$ cat config.mk
export PLATFORM = sky130hd
export DESIGN_NAME = prio_enc_rr
export DESIGN_NICKNAME = d
export VERILOG_FILES = /design/src/rtl/prio_enc_rr.sv
export SDC_FILE = /design/constraint.sdc
export NUM_CORES = 1
export LEC_CHECK = 0
export CAP_MARGIN = 20
export CORE_UTILIZATION = 44
export CTS_CLUSTER_SIZE = 16
export DETAILED_ROUTE_END_ITERATION = 12
export GPL_ROUTABILITY_DRIVEN = 0
export PLACE_DENSITY = 0.77
export SLEW_MARGIN = 20
export SYNTH_ARGS = -nofsm -noshare
export SYNTH_HDL_FRONTEND = slang
export SYNTH_SLANG_ARGS = --single-unit
$ cat constraint.sdc
create_clock -name clk -period 4.9 [get_ports clk]
set_input_delay 0.98 -clock clk [delete_from_list [all_inputs] [get_ports clk]]
set_output_delay 0.98 -clock clk [all_outputs]
set_load 0.05 [all_outputs]
$ cat src/rtl/prio_enc_rr.sv
// Registered N-to-log2(N) priority encoder with fixed or round-robin arbitration.
// The result is held behind a valid/ready handshake so a stalled consumer never loses a grant.
module prio_enc_rr #(
    parameter int N = 8,
    parameter int W = 3
) (
    input  logic         clk,
    input  logic         rst_n,
    input  logic         en,
    input  logic [N-1:0] s,
    input  logic         mode,
    output logic [W-1:0] y,
    output logic         active,
    output logic         y_valid,
    input  logic         y_ready
);

    if (N < 2 || (N & (N - 1)) != 0 || W != $clog2(N)) begin : g_bad_params
        $error("prio_enc_rr: N must be a power of two >= 2 and W must equal log2(N)");
    end

    logic [W-1:0] y_q;
    logic         active_q;
    logic         y_valid_q;
    logic [W-1:0] ptr_q;

    logic         cap;
    logic [N-1:0] s_rot;
    logic [W-1:0] fix_idx;
    logic [W-1:0] rot_idx;
    logic [W-1:0] rr_idx;
    logic [W-1:0] win;

    assign cap = !y_valid_q || y_ready;

    // NOTE: every always_comb output gets a default first, so no path through the block infers a latch.
    always_comb begin
        fix_idx = '0;
        for (int i = 0; i < N; i++) begin
            if (s[i]) fix_idx = W'(i);
        end

        // Rotate so index ptr lands at bit 0; the lowest set bit is then the first in scan order.
        s_rot   = N'({s, s} >> ptr_q);
        rot_idx = '0;
        for (int i = N - 1; i >= 0; i--) begin
            if (s_rot[i]) rot_idx = W'(i);
        end
        // Un-rotate; W-bit addition wraps modulo N because N is a power of two.
        rr_idx = rot_idx + ptr_q;

        win = mode ? rr_idx : fix_idx;
    end

    // NOTE: state uses non-blocking assignments so every register samples pre-edge values.
    always_ff @(posedge clk or negedge rst_n) begin
        if (!rst_n) begin
            y_q       <= '0;
            active_q  <= 1'b0;
            y_valid_q <= 1'b0;
            ptr_q     <= '0;
        end else if (cap) begin
            if (en) begin
                y_valid_q <= 1'b1;
                active_q  <= |s;
                y_q       <= (|s) ? win : '0;
                if (mode && (|s)) ptr_q <= win + W'(1);
            end else begin
                y_valid_q <= 1'b0;
                active_q  <= 1'b0;
                y_q       <= '0;
            end
        end
    end

    assign y       = y_q;
    assign active  = active_q;
    assign y_valid = y_valid_q;

endmodule
* After elaboration in Yosys (flattened, before gate mapping)
Index checks and enable logic that the tools add are counted.
** Storage, ports and cells
- Flip-flop bits (word level) :: 8
- Latch bits :: 0
- Memory bits (writable) :: 0
- Bits in read-only memories :: 0
- Input port bits :: 13
- Output and inout port bits :: 5
- Word-level logic and storage cells :: 32
- Memories kept :: 0
** Operators by class
- Add/subtract/negate cells :: 2
- Multiply operators :: 0
- Divide/modulo/power cells :: 0
- Order comparisons :: 0
- Equality and inequality tests :: 0
- Shift operators :: 1
- Mux-type cells :: 20
- Bitwise operators :: 0
- Reductions and logical operators :: 5
** Operator list (number)
- $mux 3 :: 16
- $shr 16x3->8 :: 1
- $reduce_or 8->1 :: 1
- $add 3x1->3 const B :: 1
- $add 3x3->3 :: 1
- $mux 1 :: 3
- $reduce_and 3->1 :: 1
- $mux 2 :: 1
- $logic_and 1x1->1 :: 1
- $logic_not 1->1 :: 1
- $logic_or 1x1->1 :: 1

* Logic depth before layout (Yosys ltp)
Gate-level depths: netlist of run 1.
- Word-level depth :: 13
- Gate-level depth with buffers :: 18
- Mapped depth without buffers :: 16

* Worst setup path before layout of run 1
Ideal clock, no wire load.
- Path type :: input to register
- Start point :: input port s[3]
- End point :: register ptr_q[2]
- Setup time :: 0.125 ns
- Data arrival time :: 3.576 ns
- Required time :: 4.775 ns
- Slack :: 1.198 ns
- Stages :: 16
- Buffers on the path :: 1
- Cells stage by stage :: clkbuf_1 > mux2_2 > a211o_1 > a32o_1 > nand2_1 > o211ai_1 > a21oi_1 > ha_1 > inv_1 > fa_1 > a21oi_1 > ha_1 > xnor2_1 > xnor2_1 > nor2_1 > xor2_1
** On the way
- Cells in the longest elaborated chain, start to end :: 12
- Elaborated cells on any way between the ends :: 20
- Those cells by class :: add/sub: 2; shift: 1; mux: 14; reduce/logical: 3
** RTL lines
- start: declaration :: line 10 : input logic [N-1:0] s,
- $shr 16x3->8 :: line 44 : s_rot = N'({s, s} >> ptr_q);
- $mux 3 (8 in a row) :: line 47 : if (s_rot[i]) rot_idx = W'(i);
- $add 3x3->3 :: line 50 : rr_idx = rot_idx + ptr_q;
- $mux 3 :: line 52 : win = mode ? rr_idx : fix_idx;
- $add 3x1->3 :: line 67 : if (mode && (|s)) ptr_q <= win + W'(1);
- end signal: assignment :: line 67
- end: declaration :: line 25 : logic [W-1:0] ptr_q;
Parallel ways exist; a longest one is shown, timed or not.
A chain may end at the register's enable or synchronous reset.

* Final worst setup path of run 1
Same ends and word-level chain as after synthesis.

==> impl_metrics.toml, run 1 <==
[status]
run_status = "complete, no violations"

[yosys]
synth_unique_cells = 43
synth_edf_count = 0
postSynthCellCount = 146
synth_area_leader_cell = "dfrtp_1"
post_synth_most_frequent_cells = "nor3_1, nor4_1"
fraction_of_synthesized_cell_area_taken_by_the_top_area_cell_type_pct = 17.1
synth.cell_area_mm2 = 0.00117
synth_most_common_cell = "nor3_1"
synth_seq_cells = 8
synth_top_cells_by_area = "dfrtp_1, nor3_1, nor4_1"
synth_top_flop_cell = "dfrtp_1"
yosys_warnings = 0
average_size_of_a_mapped_cell_um2 = 8.03
synth_seq_area_share_pct = 17.1
synth_fp_nets = 162
synth-async-reset-ratio_pct = 100

[worst_setup_path]
cp_max_fo = 10
cp_data_arrival_time_ps = 4430
timing.setup.critical_path_class = "input port to register"
start_kind = "input port"
worstSetupEndpointType = "register"
r2r_cells = 12
critPathRequiredTime_ps = 5010

[die]
core_mm2 = 0.00250
placementRows = 18
ios = 18
chipWidth_um = 53.6
die_height_um = 53.6
initial_cell_density_of_the_core_pct = 46.9
dieArea_mm2 = 0.00288

[routing]
routed_via_density = 6.35
drc_markers = 0
dr_wl_cell_um = 15.3
wirelength_um = 2790
drt-initial-drc-count = 36
drt-pass1-iter-count = 4
number_of_vias_in_the_routed_layout = 1162
final_antenna_net_count = 0

[finish]
areaGrowthSynthToFinish_pct = 11.4
multiInputGateArea_um2 = 838
stdcell_area_mm2 = 0.00131
instances_no_fill = 183
regArea_um2 = 200
antennaDiodeCount = 0
drive_above_1_share_pct = 13.7
nNetsFinal = 171
num-fill-cells = 240

[cts]
cts_setup_buffers = 0
cts_buffer_depth = 2
cts.clk_slew.worst_paths_ps = 50
cts_num_sinks = 8
htree_levels = 1
number_of_buffers_inserted_during_clock_tree_synthesis = 3
postCtsResizedCells = 0
clock_latency_late_sink_ps = 250
cts_root_buffer = "clkbuf_4"
post_cts_hold_buffer_count = 0
tritoncts = "yes"

[hold_path]
worstHoldPathType = "register to register"
hold_path_depth = 1

[sta]
timing.hold.ws_ps = 477
max_freq_mhz = 232
clock-skew-final_ps = 0.660
min_period_over_period_pct = 88.0
postLayoutSetupSlackWorst_ps = 586
relSlewSlack_pct = 55.8
final.setup.tns_ps = 0
layout_min_cycle_time_ps = 4310
final-setup-viol-count = 0
timing_worst_slew_pin_value_ps = 663
report.final.slew_viol_count = 0
unrepaired_setup_endpoints_after_global_routing = "no"
final_hold_viol_count = 0

[global_route]
grt_pass1_wl_um = 4740
initial_antenna_violation_count = 0
largest_net_degree_at_the_start_of_global_routing = 23
first_global_vias = 1065
overflow = 0
gr-usage-all-layers_pct = 22.2

[power_and_ir_drop]
static_leakage_nw = 0.488
vdd_drop_max_mv = 0.493
p_per_area_mw_per_mm2 = 617

[placed_design]
io_buffer_count = 17
placed_instances = 180
dpl_cell_area_mm2 = 0.00128
preCtsSetupSlack_ps = 361
hpwlAfterDp_um = 2090

[run]
cap_violations = 0
==> logic make-up (layout without fill, tap and decap cells) <==
family,after synthesis,count (layout),share of synthesized area (%)
and+or+nand+nor,64,64,32.8
AOI/OAI and AO/OA,34,34,19.2
buffers and inverters,21,28,11.4
muxes,11,11,12.0
DFF,8,8,17.1
xor gates and xnor gates,5,5,3.74
adders and majority gates,3,3,3.84
==> per-stage QoR <==
step,util [%],power (mW)
after global routing,52.3,0.881
final,52.3,0.806
after CTS,52.3,0.806
after floorplan,-,0.651
after global placement,51.4,0.721
after detailed placement,51.4,0.751
==> cell usage in the layout (no fill, tap or decap), types with 3 or more instances in the layout <==
master,Yosys,routed
a211oi_1,4,4
a21oi_1,8,8
clkbuf_4,1,3
clkdlybuf4s50_1,0,17
dfrtp_1,8,8
inv_1,6,6
mux2_2,4,4
mux2i_1,5,5
nand2_1,8,8
nor2_1,7,7
nor2b_1,3,3
nor3_1,21,21
nor3b_1,4,4
nor3b_2,4,4
nor4_1,9,9
o21ai_0,8,8
xnor2_1,4,4
==> layer usage <==
metal | track usage, % | vias up | share of wire [%]
met5 | 0 | - | 0
met2 | 39.2 | 53 | 50
met1 | 29.2 | 543 | 41
met3 | 1.13 | 4 | 6.8
met4 | 6.14 | 0 | 1.4
li1 | - | 562 | -
==> cell type report <==
| type | instances | share of cell area, % |
|---|---|---|
| timing repair buffer | 19 | 14.2 |
| inverter | 6 | 1.72 |
| tap | 30 | 2.87 |
| sequential | 8 | 15.3 |
| clock buffer | 3 | 1.72 |
| multi-input combinational | 117 | 64.2 |
==> worst max-delay path, stage by stage <==
cell,delay (ps)
clkdlybuf4s50_1,630
mux2_2,380
a211o_1,230
a32o_1,250
nand2_1,60
o211ai_1,90
a21oi_1,170
ha_1,160
inv_1,50
fa_1,430
a21oi_1,230
ha_1,220
xnor2_1,170
xnor2_1,160
nor2_1,80
xor2_1,140
==> power breakdown <==
part	internal, mW	switching (mW)	total [mW]
clock	0.0280	0.0221	0.0501
sequential	0.0895	0.0743	0.164
combinational	0.285	0.307	0.592
==> sequential cells by signal, summed over array words and instances, names as in the netlist <==
name / count
active: 1
ptr_q: 3
y: 3
y_valid: 1
==> final timing paths <==
path / start / endpoint / slack, ps
worst max-delay path: s[3] / ptr_q[2] / 590
worst min-delay path: active / active / 480
worst max register to register: ptr_q[1] / ptr_q[2] / 1110
worst min register to register: active / active / 480
max in group asynchronous: rst_n / y_valid / 3650
min in group asynchronous: rst_n / y[2] / 1000
(Power assumes the default switching activity.)
==> inputs of run 2 (changes only) <==
==> constraint.sdc (replaced) <==
create_clock -name clk -period 4.9 [get_ports clk]
set_input_delay 0.735 -clock clk [delete_from_list [all_inputs] [get_ports clk]]
set_output_delay 0.735 -clock clk [all_outputs]
set_load 0.05 [all_outputs]
==> run 2 against run 1 <==
  * Clock skew is 3.5 ps higher
  * Sequential share of layout area is 0.089 points higher
  * Global-route usage is 1.1 points lower
  * Sequential cell count stayed put
  * Cell count is 0.55% lower
  * Worst setup slack better by 280 ps
  * Clock-buffer cell count stayed put
  * Critical endpoint unchanged
  * Largest cell class unchanged
  * Largest power group unchanged
==> impl_metrics.toml, run 2 (synthesis results as in run 1) <==
[power_and_ir_drop]
p_per_area_mw_per_mm2 = 619
static_leakage_nw = 0.483
vdd_drop_max_mv = 0.482
total_power_mw = 0.804

[cts]
postCtsResizedCells = 0
post_cts_hold_buffer_count = 0
cts_num_sinks = 8
number_of_buffers_inserted_during_clock_tree_synthesis = 3
cts_buffer_depth = 2
tritoncts = "yes"
cts.clk_slew.worst_paths_ps = 60
htree_levels = 1
cts_setup_buffers = 0
clock_latency_late_sink_ps = 260
cts_root_buffer = "clkbuf_4"

[die]
die_height_um = 53.6
chipWidth_um = 53.6
placementRows = 18
ios = 18
initial_cell_density_of_the_core_pct = 46.9
core_mm2 = 0.00250
dieArea_mm2 = 0.00288

[sta]
relSlewSlack_pct = 42.7
timing_worst_slew_pin_value_ps = 859
final_hold_viol_count = 0
max_freq_mhz = 248
clock-skew-final_ps = 4.15
report.final.slew_viol_count = 0
postLayoutSetupSlackWorst_ps = 866
final.setup.tns_ps = 0
unrepaired_setup_endpoints_after_global_routing = "no"
layout_min_cycle_time_ps = 4030
min_period_over_period_pct = 82.3
final-setup-viol-count = 0

[worst_setup_path]
critPathRequiredTime_ps = 5020
cp_max_fo = 11
timing.critical_path.from = "s[7]"
timing.setup.critical_path_class = "input port to register"
r2r_setup_slack_ps = 1030
worstSetupEndpointType = "register"
cp_data_arrival_time_ps = 4150
start_kind = "input port"
r2r_cells = 14
worst_r2r_startpoint = "ptr_q[1]"

[finish]
areaGrowthSynthToFinish_pct = 10.8
num-fill-cells = 231
antennaDiodeCount = 0
stdcell_area_mm2 = 0.00130
drive_above_1_share_pct = 13.2
layout.cells.most_common_list = "nor3_1, clkdlybuf4s50_1, nor4_1"
postLayoutCoreUtil_pct = 52.0
nNetsFinal = 170
layout_commonest_cell = "nor3_1"

[routing]
drc_markers = 0
drt-pass1-iter-count = 4
wirelength_um = 2830
drt-initial-drc-count = 70
number_of_vias_in_the_routed_layout = 1182
routed_via_density = 6.49
final_antenna_net_count = 0
dr_wl_cell_um = 15.5

[placed_design]
hpwlAfterDp_um = 2000
dpl_cell_area_mm2 = 0.00128
io_buffer_count = 17
preCtsSetupSlack_ps = 660

[hold_path]
worstHoldPathType = "register to register"
worstHoldStart = "active"
hold_path_depth = 1

[run]
cap_violations = 0

[global_route]
gr-usage-all-layers_pct = 21.1
grt_pass1_wl_um = 4530
initial_antenna_violation_count = 0
overflow = 0
first_global_vias = 1010
largest_net_degree_at_the_start_of_global_routing = 26

[status]
run_status = "complete, no violations"
==> run 2: cell count changes in the layout (fill, tap and decap cells not counted), sizes merged <==
cell,change
buf,-1
==> run 2: metal layers <==
metal	vias to the layer above	global-route usage (%)	part of all wire, %
met5	-	0	0
met4	0	6.14	1.8
met3	12	0.847	4.3
met2	55	37.1	48
met1	558	28.0	46
li1	557	-	-
==> run 2: cell type report <==
cell class	count	area (um^2)	area share [%]
multi-input combinational	117	838	64.5
timing repair buffer	18	178	13.7
clock buffer	3	22.5	1.73
sequential	8	200	15.4
tap	30	37.5	2.89
inverter	6	22.5	1.73
==> run 2: worst paths after layout <==
check,end
max,ptr_q[2]
max in group asynchronous,y[1]
min reg2reg,active
min in group asynchronous,y[0]
max reg2reg,ptr_q[2]
min,active
==> run 2: critical path, stage by stage <==
cell and delay (ps):
clkdlybuf4s50_1 640, mux4_2 550, mux2i_1 260, a221oi_1 120, a21oi_1 180, a21oi_1 80
ha_1 180, inv_1 60, fa_1 400, a21oi_1 220, ha_1 210, xnor2_1 140
xnor2_1 160, nor2_1 70, xor2_1 140
==> run 2: through the flow <==
step / hold WS (ps) / instances
CTS: 486 / 182
finish: 481 / 182
detailed placement: 474 / 179
floorplan: 439 / 146
global route: 515 / 182
global placement: 464 / 179
==> run 2: power by group <==
part           total [mW]  internal (mW)  switching, mW
registers           0.173         0.0892         0.0839
logic               0.578          0.282          0.296
clock network      0.0526         0.0282         0.0244
total               0.804          0.399          0.404
